==> src/rtl/ps2_rx_fifo.sv <==
// PS/2 device-to-host receiver: sync + glitch filter + 11-bit deframer + FWFT byte FIFO.
// Latency: pad edge of stop bit to VALID = 2 (sync) + FILTER_LEN (filter) + 1 (push) cycles.
// Backpressure: READY low holds bytes in the FIFO; when full, good frames are dropped (OVF),
//   or with PS2_INHIBIT_EN defined the PS/2 clock is held low until the consumer pops.
//
// Ports:
//   CLK, nRST         system clock, asynchronous active-low reset
//   PS2CLK, PS2DAT    raw asynchronous pads, idle high
//   DATA, VALID, READY  FIFO head byte with valid/ready handshake (pop on VALID&READY)
//   PERR, FERR, OVF   one-cycle error pulses (parity, stop/timeout, overflow)
//   PS2CLK_OE         1 = pull the PS/2 clock pad low (only active with PS2_INHIBIT_EN)
//
// Optional feature macro: PS2_INHIBIT_EN

// Small first-word-fall-through FIFO; head is valid whenever empty is low.
// Caller must not push when full unless popping in the same cycle, nor pop when empty.
module sync_fifo #(
  parameter int W  = 8,
  parameter int AW = 2
) (
  input  logic         clk,
  input  logic         rst_n,
  input  logic         push,
  input  logic [W-1:0] push_dat,
  input  logic         pop,
  output logic [W-1:0] head,
  output logic         empty,
  output logic         full
);
  localparam int DEPTH = 1 << AW;
  localparam logic [AW:0] DEPTH_C = DEPTH[AW:0];

  logic [W-1:0]  mem [DEPTH];
  logic [AW-1:0] wptr;
  logic [AW-1:0] rptr;
  logic [AW:0]   cnt;

  always_ff @(posedge clk) begin
    if (push) mem[wptr] <= push_dat;
  end

  always_ff @(posedge clk or negedge rst_n) begin
    if (!rst_n) begin
      wptr <= '0;
      rptr <= '0;
      cnt  <= '0;
    end else begin
      if (push) wptr <= wptr + 1'b1;
      if (pop)  rptr <= rptr + 1'b1;
      case ({push, pop})
        2'b10:   cnt <= cnt + 1'b1;
        2'b01:   cnt <= cnt - 1'b1;
        default: cnt <= cnt;
      endcase
    end
  end

  assign head  = mem[rptr];
  assign empty = (cnt == '0);
  assign full  = (cnt == DEPTH_C);
endmodule

module ps2_rx_fifo #(
  parameter int FILTER_LEN  = 8,
  parameter int TIMEOUT_CYC = 50000,
  parameter int FIFO_AW     = 2
) (
  input  logic       CLK,
  input  logic       nRST,
  input  logic       PS2CLK,
  input  logic       PS2DAT,
  output logic [7:0] DATA,
  output logic       VALID,
  input  logic       READY,
  output logic       PERR,
  output logic       FERR,
  output logic       OVF,
  output logic       PS2CLK_OE
);
  localparam int TW = $clog2(TIMEOUT_CYC);
  localparam logic [TW-1:0] TMO_LAST = TW'(TIMEOUT_CYC - 1);
  localparam logic [7:0]    FLT_LAST = 8'(FILTER_LEN - 1);

  typedef enum logic {IDLE, RECV} state_t;

  logic       clk_s1, clk_s2, dat_s1, dat_s2;
  logic       clk_f, clk_f_d;
  logic [7:0] flt_cnt;
  logic       fall;
  logic       inh;

  state_t        state_q, state_d;
  logic [3:0]    bitcnt_q, bitcnt_d;
  logic [8:0]    shreg_q, shreg_d;
  logic [TW-1:0] tcnt_q, tcnt_d;
  logic          perr_d, ferr_d, ovf_d;
  logic          push, pop, full, empty;
  logic [7:0]    head;

  // Two-flop synchronisers; idle-high pads so reset to 1.
  always_ff @(posedge CLK or negedge nRST) begin
    if (!nRST) begin
      clk_s1 <= 1'b1;
      clk_s2 <= 1'b1;
      dat_s1 <= 1'b1;
      dat_s2 <= 1'b1;
    end else begin
      clk_s1 <= PS2CLK;
      clk_s2 <= clk_s1;
      dat_s1 <= PS2DAT;
      dat_s2 <= dat_s1;
    end
  end

  // The filtered clock only follows after FILTER_LEN consecutive differing samples;
  // any return to the old level restarts the count.
  always_ff @(posedge CLK or negedge nRST) begin
    if (!nRST) begin
      clk_f   <= 1'b1;
      clk_f_d <= 1'b1;
      flt_cnt <= '0;
    end else begin
      clk_f_d <= clk_f;
      if (clk_s2 != clk_f) begin
        if (flt_cnt == FLT_LAST) begin
          clk_f   <= clk_s2;
          flt_cnt <= '0;
        end else begin
          flt_cnt <= flt_cnt + 8'd1;
        end
      end else begin
        flt_cnt <= '0;
      end
    end
  end

  // While inhibiting, a fall is our own pull-down, not a device bit.
  assign fall = clk_f_d & ~clk_f & ~inh;
  assign pop  = VALID & READY;

  always_ff @(posedge CLK or negedge nRST) begin
    if (!nRST) begin
      state_q  <= IDLE;
      bitcnt_q <= '0;
      shreg_q  <= '0;
      tcnt_q   <= '0;
      PERR     <= 1'b0;
      FERR     <= 1'b0;
      OVF      <= 1'b0;
    end else begin
      state_q  <= state_d;
      bitcnt_q <= bitcnt_d;
      shreg_q  <= shreg_d;
      tcnt_q   <= tcnt_d;
      PERR     <= perr_d;
      FERR     <= ferr_d;
      OVF      <= ovf_d;
    end
  end

  always_comb begin
    state_d  = state_q;
    bitcnt_d = bitcnt_q;
    shreg_d  = shreg_q;
    tcnt_d   = tcnt_q;
    perr_d   = 1'b0;
    ferr_d   = 1'b0;
    ovf_d    = 1'b0;
    push     = 1'b0;
    case (state_q)
      IDLE: begin
        tcnt_d = '0;
        if (fall && !dat_s2) begin
          state_d  = RECV;
          bitcnt_d = 4'd1;
        end
      end
      RECV: begin
        if (fall) begin
          tcnt_d = '0;
          if (bitcnt_q == 4'd10) begin
            // Stop-bit fall: shreg holds {parity, data[7:0]}.
            state_d  = IDLE;
            bitcnt_d = '0;
            if (!dat_s2)              ferr_d = 1'b1;
            else if (!(^shreg_q))     perr_d = 1'b1;
            else if (full && !pop)    ovf_d  = 1'b1;
            else                      push   = 1'b1;
          end else begin
            shreg_d  = {dat_s2, shreg_q[8:1]};
            bitcnt_d = bitcnt_q + 4'd1;
          end
        end else if (tcnt_q == TMO_LAST) begin
          ferr_d   = 1'b1;
          state_d  = IDLE;
          bitcnt_d = '0;
          tcnt_d   = '0;
        end else begin
          tcnt_d = tcnt_q + 1'b1;
        end
      end
      default: state_d = IDLE;
    endcase
  end

`ifdef PS2_INHIBIT_EN
  // Hold the device off once the FIFO is full and no frame is in flight;
  // release as soon as the consumer frees a slot.
  logic inh_q;
  always_ff @(posedge CLK or negedge nRST) begin
    if (!nRST)                          inh_q <= 1'b0;
    else if (pop)                       inh_q <= 1'b0;
    else if (full && state_q == IDLE)   inh_q <= 1'b1;
  end
  assign inh = inh_q;
`else
  assign inh = 1'b0;
`endif

  assign PS2CLK_OE = inh;

  sync_fifo #(.W(8), .AW(FIFO_AW)) u_fifo (
    .clk      (CLK),
    .rst_n    (nRST),
    .push     (push),
    .push_dat (shreg_q[7:0]),
    .pop      (pop),
    .head     (head),
    .empty    (empty),
    .full     (full)
  );

  assign VALID = ~empty;
  assign DATA  = VALID ? head : 8'h00;
endmodule

==> config.mk <==
export PLATFORM = sky130hd
export DESIGN_NAME = ps2_rx_fifo
export DESIGN_NICKNAME = d
export VERILOG_FILES = /design/src/rtl/ps2_rx_fifo.sv
export SDC_FILE = /design/constraint.sdc
export NUM_CORES = 1
export LEC_CHECK = 0
export BUFFER_PORTS_ARGS = -buffer_cell sky130_fd_sc_hd__clkbuf_2
export CORE_MARGIN = 5
export CORE_UTILIZATION = 54
export CTS_CLUSTER_DIAMETER = 50
export DETAILED_ROUTE_END_ITERATION = 16
export GPL_TIMING_DRIVEN = 0
export PLACE_DENSITY_LB_ADDON = 0.2
export SYNTH_ARGS = -nofsm -noshare
export SYNTH_HDL_FRONTEND = slang
export SYNTH_SLANG_ARGS = --single-unit
==> constraint.sdc <==
create_clock -name CLK -period 3.1 [get_ports CLK]
set_input_delay 0.465 -clock CLK [delete_from_list [all_inputs] [get_ports CLK]]
set_output_delay 0.465 -clock CLK [all_outputs]
set_load 0.03 [all_outputs]
# After elaboration in Yosys (flattened, before gate mapping)
# Memory sizes are Yosys's and may differ from the RTL's.
# Index checks and enable logic that the tools add are counted.
# W data, S select, Z words.
# totals
ff_bits,54
mem_bits_rw,32
in_bits,5
wordCells,91
n_memories,1
# op_classes
add_sub_neg,7
eq_ne,9
n_mux,41
bitwise,6
n_reduce_logical,10
# mem_list
memory,words,word_bits,read_ports,rd_clocked_by_memory_dff,write_ports,line,text
u_fifo.mem,4,8,1,0,1,33,logic [W-1:0] mem [DEPTH];
# op_table
cell,n
$mux W16,2
$pmux W16 S2,1
$mux W1,28
$mux W8,3
$add A16 B1 Y16 const B,1
$eq A16 B16 Y1 const B,1
$mux W4,4
$reduce_xor A9 Y1,1
$add A8 B1 Y8 const B,1
$eq A8 B3 Y1 const B,1
$pmux W4 S2,1
$pmux W3 S2,1
$add A2 B1 Y2 const B,2
$add A4 B1 Y4 const B,1
$eq A4 B4 Y1 const B,1
$not A1 Y1,4
$reduce_and A2 Y1,2
$add A3 B1 Y3 const B,1
$eq A3 B3 Y1 const B,1
$logic_not A3 Y1,1
$ne A3 B2 Y1 const B,1
$reduce_and A3 Y1,1
$sub A3 B1 Y3 const B,1
$and A1 B1 Y1,2
8 further kinds,10

# Logic depth before layout (Yosys ltp)
# depth
depth_word,13
mapped_depth,12
ltp_nobuf,12

# Cells and area by module
# Synthesis repeated with hierarchy kept, for this count alone.
# unflattened
hier_cells,304
hier_area_um2,3786.1
# by_module_without_submodules
module,instances,cells_each,area_each_um2,seq_area_each_um2
ps2_rx_fifo,1,226,2233.4,1183.6
sync_fifo,1,78,1552.7,1136.1

# Worst setup path after synthesis
# No wires, ideal clock.
# synth_timing
kind,register -> register
startpoint,reg shreg_q[2]
endpoint,reg u_fifo.cnt[2]
t_arrival_ns,2.309
required_ns,2.975
setup_slack_ns,0.666
stages_incl_launch_ff,12
path_cell_list,dfrtp_1 xor2_1 xnor3_2 xnor2_2 nor3b_4 inv_1 ha_1 inv_1 fa_1 xor2_1 nor2_1 xor2_1
# synth_between
elab_chain_cells,8
# synth_lines
item,line,text
from (decl),94,"logic [8:0] shreg_q, shreg_d;"
from (signal assigned),153,shreg_q <= shreg_d;
$reduce_xor A9 Y1 (*),186,else if (!(^shreg_q)) perr_d = 1'b1;
$mux W1 (*),186,
$mux W1 (*),185,if (!dat_s2) ferr_d = 1'b1;
$mux W1 (*),181,if (bitcnt_q == 4'd10) begin
$mux W1 (*),179,if (fall) begin
$mux W1 (*),170,case (state_q)
$eq A2 B1 Y1 or $eq A2 B2 Y1 (tied branches),50,"case ({push, pop})"
$pmux W3 S2 or $reduce_bool A2 Y1 (tied branches),n/a,
to (signal assigned),51,2'b10: cnt <= cnt + 1'b1;
to (signal assigned),52,2'b01: cnt <= cnt - 1'b1;
to (signal assigned),53,default: cnt <= cnt;
to (decl),36,logic [AW:0] cnt;
# Mark *: on every way between the ends. The rest lies on a longest branch, timed or not.
# A chain may end at the register's enable or synchronous reset.

# Worst setup path in the final report
# layout_timing
startpoint,reg shreg_q[5]
endpoint,reg u_fifo.cnt[2]
# The elaborated chain is that of the path after synthesis.

==> flow_summary_export.csv <==
group,metric,value,unit
setup_path,worstPathRequired,3360,ps
setup_path,crit_start,"shreg_q[5]",
clock_network,cts_tree,"built",
worst_hold_path,hold_class,"in2async",
clock_network,cts_sinks,86,
die,io_pins,18,
setup_path,r2r_cells,11,
drt,dr.pass1.iters,4,
drt,drc,0,
sta,setup_tns,0,ps
global_route,overflow,0,
drt,drtIter0Drc,72,
sta,finalCritPeriodShare,87.1,%
power,finalPower,2.96,mW
clock_network,cts_made_buffers,9,
setup_path,critPathLaunchType,"flop",
yosys,syn_area_per_cell,13.7,sq um
sta,setup_viol,0,
yosys,synth_flop_cell,"dfrtp_1",
layout,syn_to_final_growth,11.5,%
sta,fin_crit,2700,ps
global_route,grt_pass1_vias,2113,
setup_path,cp.arrival,2960,ps
layout,fillCellCount,513,
power,vdd_drop_max,404,uV
drt,route.vias.total,2032,
sta,worst_slew_pin_slew,676,ps
layout,final_area,4200,sq um
setup_path,crit_slowest_cell,"dfrtp_1",
sta,slew_violations,0,
placed_design,place_area,3970,sq um
die,row_count,30,
sta,max_clock_freq,370,MHz
die,start_util,55.5,%
yosys,ys_ff_latch,86,
yosys,synth.distinct_cells,46,
setup_path,crit_end,"u_fifo.cnt[2]",
power,p_leak,1.77,nW
clock_network,worstSkewPairLatency,340,ps
setup_path,reg2reg_to,"u_fifo.cnt[2]",
placed_design,post-place-cells,386,
yosys,async_reset_ff_share,62.8,%
clock_network,clk_pin_slew_worst_paths,80,ps
global_route,gr-usage-all-layers,15.1,%
sta,skew,12.7,ps
clock_network,ctsResizeCount,0,
clock_network,cts_setup_buffers,0,
yosys,synth_top_area_share,31.9,%
layout,fin_util,61.8,%
layout,drive_gt1_share,19.9,%
layout,nNetsFinal,316,
die,core_area,6790,sq um
setup_path,cp-end-kind,"flop",
die,die-area,8750,sq um
setup_path,r2r-start,"shreg_q[5]",
clock_network,ctsHoldBuffers,0,
placed_design,hpwl,3820,um
sta,grt_setup_unrepaired,"no",
yosys,synth.cell_area,3770,sq um
setup_path,crit_type,"reg2reg",
yosys,synth_warnings,0,
die,die_x,93.5,um
layout,finalNonFillerCells,402,
placed_design,place_congestion,0.773,
yosys,synth_top_cell_by_area,"dfrtp_1",
global_route,antenna_found_initial,0,
clock_network,h-tree-depth,3,
global_route,grt_pass1_wl,10200,um
clock_network,cts_root_buf,"clkbuf_8",
drt,routed_via_density,5.05,
clock_network,clockBufferDepth,2,
setup_path,cpMostUsedCell,"xor2_1",
yosys,syn_nets,289,
setup_path,crit_chain,"xor2_1, xnor3_2, xnor2_2, nor3b_4, inv_1, ha_1, inv_1, fa_1, xor2_1, nor2_1, xor2_1",
global_route,grt_max_degree,55,
layout,antenna_cells,0,
power,power_density,704,nW/um^2
sta,hold_viol,0,
yosys,synth_edf_count,32,
setup_path,slowest_delay,480,ps
outcome,status,"finished clean",
drt,avgRoutedWirePerCell,14.3,um
setup_path,crit_path_max_fanout,7,
yosys,synth-seq-area-share,61.6,%
sta,slew_headroom,54.9,%
die,die_h,93.5,um
drt,drt_wl_total,5730,um
run,cap_violations,0,
setup_path,rrSetupSlack,400,ps
yosys,synth.area.top_cells,"dfrtp_1, edfxtp_1, mux4_2",
drt,ant_nets,0,
yosys,syn_inst,274,
placed_design,port_buffers,16,
-- per-layer routing --
layer	up-vias	GRT usage (%)	part of all wire (%)
met5	-	0	0
met2	20	24.4	50
met3	7	3.22	2.4
li1	1010	-	-
met4	0	5.86	1.4
met1	995	20.1	46
-- report_power, final --
part           leakage [nW]  switching (mW)  internal [mW]  total, mW
sequential             1.00           0.104           1.30       1.40
clock                 0.115           0.372          0.536      0.907
combinational         0.656           0.378          0.271      0.649
-- metrics by stage --
stage               hold slack, ps  worst slack (ps)
finish                         164               399
global route                   201               215
CTS                            198               378
detailed placement             351               400
global placement               346               463
floorplan                      169               666
-- synth_stat cells, drive strengths merged, types with 3 or more instances --
| cell type | count |
|---|---|
| xnor2 | 14 |
| inv | 9 |
| buf | 4 |
| nand4 | 4 |
| ha | 9 |
| nor2b | 4 |
| nand2 | 10 |
| edfxtp | 32 |
| and3 | 7 |
| a21oi | 3 |
| nand3 | 10 |
| dfrtp | 48 |
| mux4 | 8 |
| mux2 | 11 |
| o21ai | 4 |
| and2 | 14 |
| nor2 | 28 |
| xor2 | 19 |
| and4 | 3 |
| clkbuf | 5 |
| dfstp | 6 |
-- placed cells by master, fill, tap and decap left out, types with 2 or more instances in the layout --
master      n
clkbuf_2   15
nor2_1     28
and2_1     14
nand4_1     4
mux2_2      6
ha_1        9
a21oi_1     3
mux2_1      4
nor2b_1     4
inv_1       8
nand2_1    10
mux4_2      8
dfrtp_1    48
nand3_1    10
xnor2_1    12
xor2_1     19
and4_1      3
edfxtp_1   32
or3_1       2
dfstp_2     6
bufinv_16   3
buf_2       3
o21ai_0     4
nand2b_1    2
clkbuf_8    9
and3_1      7
nor3_1      2
clkbuf_1    8
buf_4       2
-- registers in the layout, indices dropped and copies added (netlist names), 2 cells and up --
| name | cells |
|---|---|
| flt_cnt | 8 |
| u_fifo.wptr | 2 |
| u_fifo.mem | 32 |
| shreg_q | 9 |
| tcnt_q | 16 |
| bitcnt_q | 4 |
| u_fifo.rptr | 2 |
| u_fifo.cnt | 3 |
-- layout make-up --
type,instances,area (sq um),area share [%]
clock inverter,4,95.1,2.26
timing repair buffer,16,82.6,1.97
inverter,9,33.8,0.804
multi-input combinational,170,1370,32.7
tap,96,120,2.86
sequential,86,2320,55.2
clock buffer,12,135,3.22
buffer,9,41.3,0.983
-- cells by family after synthesis --
family	synth area share, %
multiplexers	8.44
AND/OR/NAND/NOR	13.6
other	0.0995
XOR/XNOR	9.00
buffers and inverters	1.99
flip-flops	61.6
adder cells (fa/ha/maj)	3.52
AO/OA/AOI/OAI	1.76
-- worst max-delay path, delay by kind of cell, from the launching register on --
| family | cells | cell delay (ps) |
|---|---|---|
| XOR/XNOR | 5 | 1230 |
| adder cells (fa/ha/maj) | 2 | 550 |
| flip-flops | 1 | 480 |
| AND/OR/NAND/NOR | 2 | 220 |
| buffers and inverters | 2 | 130 |
-- worst min path at each step --
stage,from,slack [ps],endpoint
after floorplan,nRST,170,FERR
after CTS,PS2CLK,200,clk_s1
final,nRST,160,flt_cnt[3]
after global placement,clk_s1,350,clk_s2
after detailed placement,clk_s1,350,clk_s2
after global routing,PS2DAT,200,dat_s1
No activity file was read; power rests on OpenSTA's default activity.
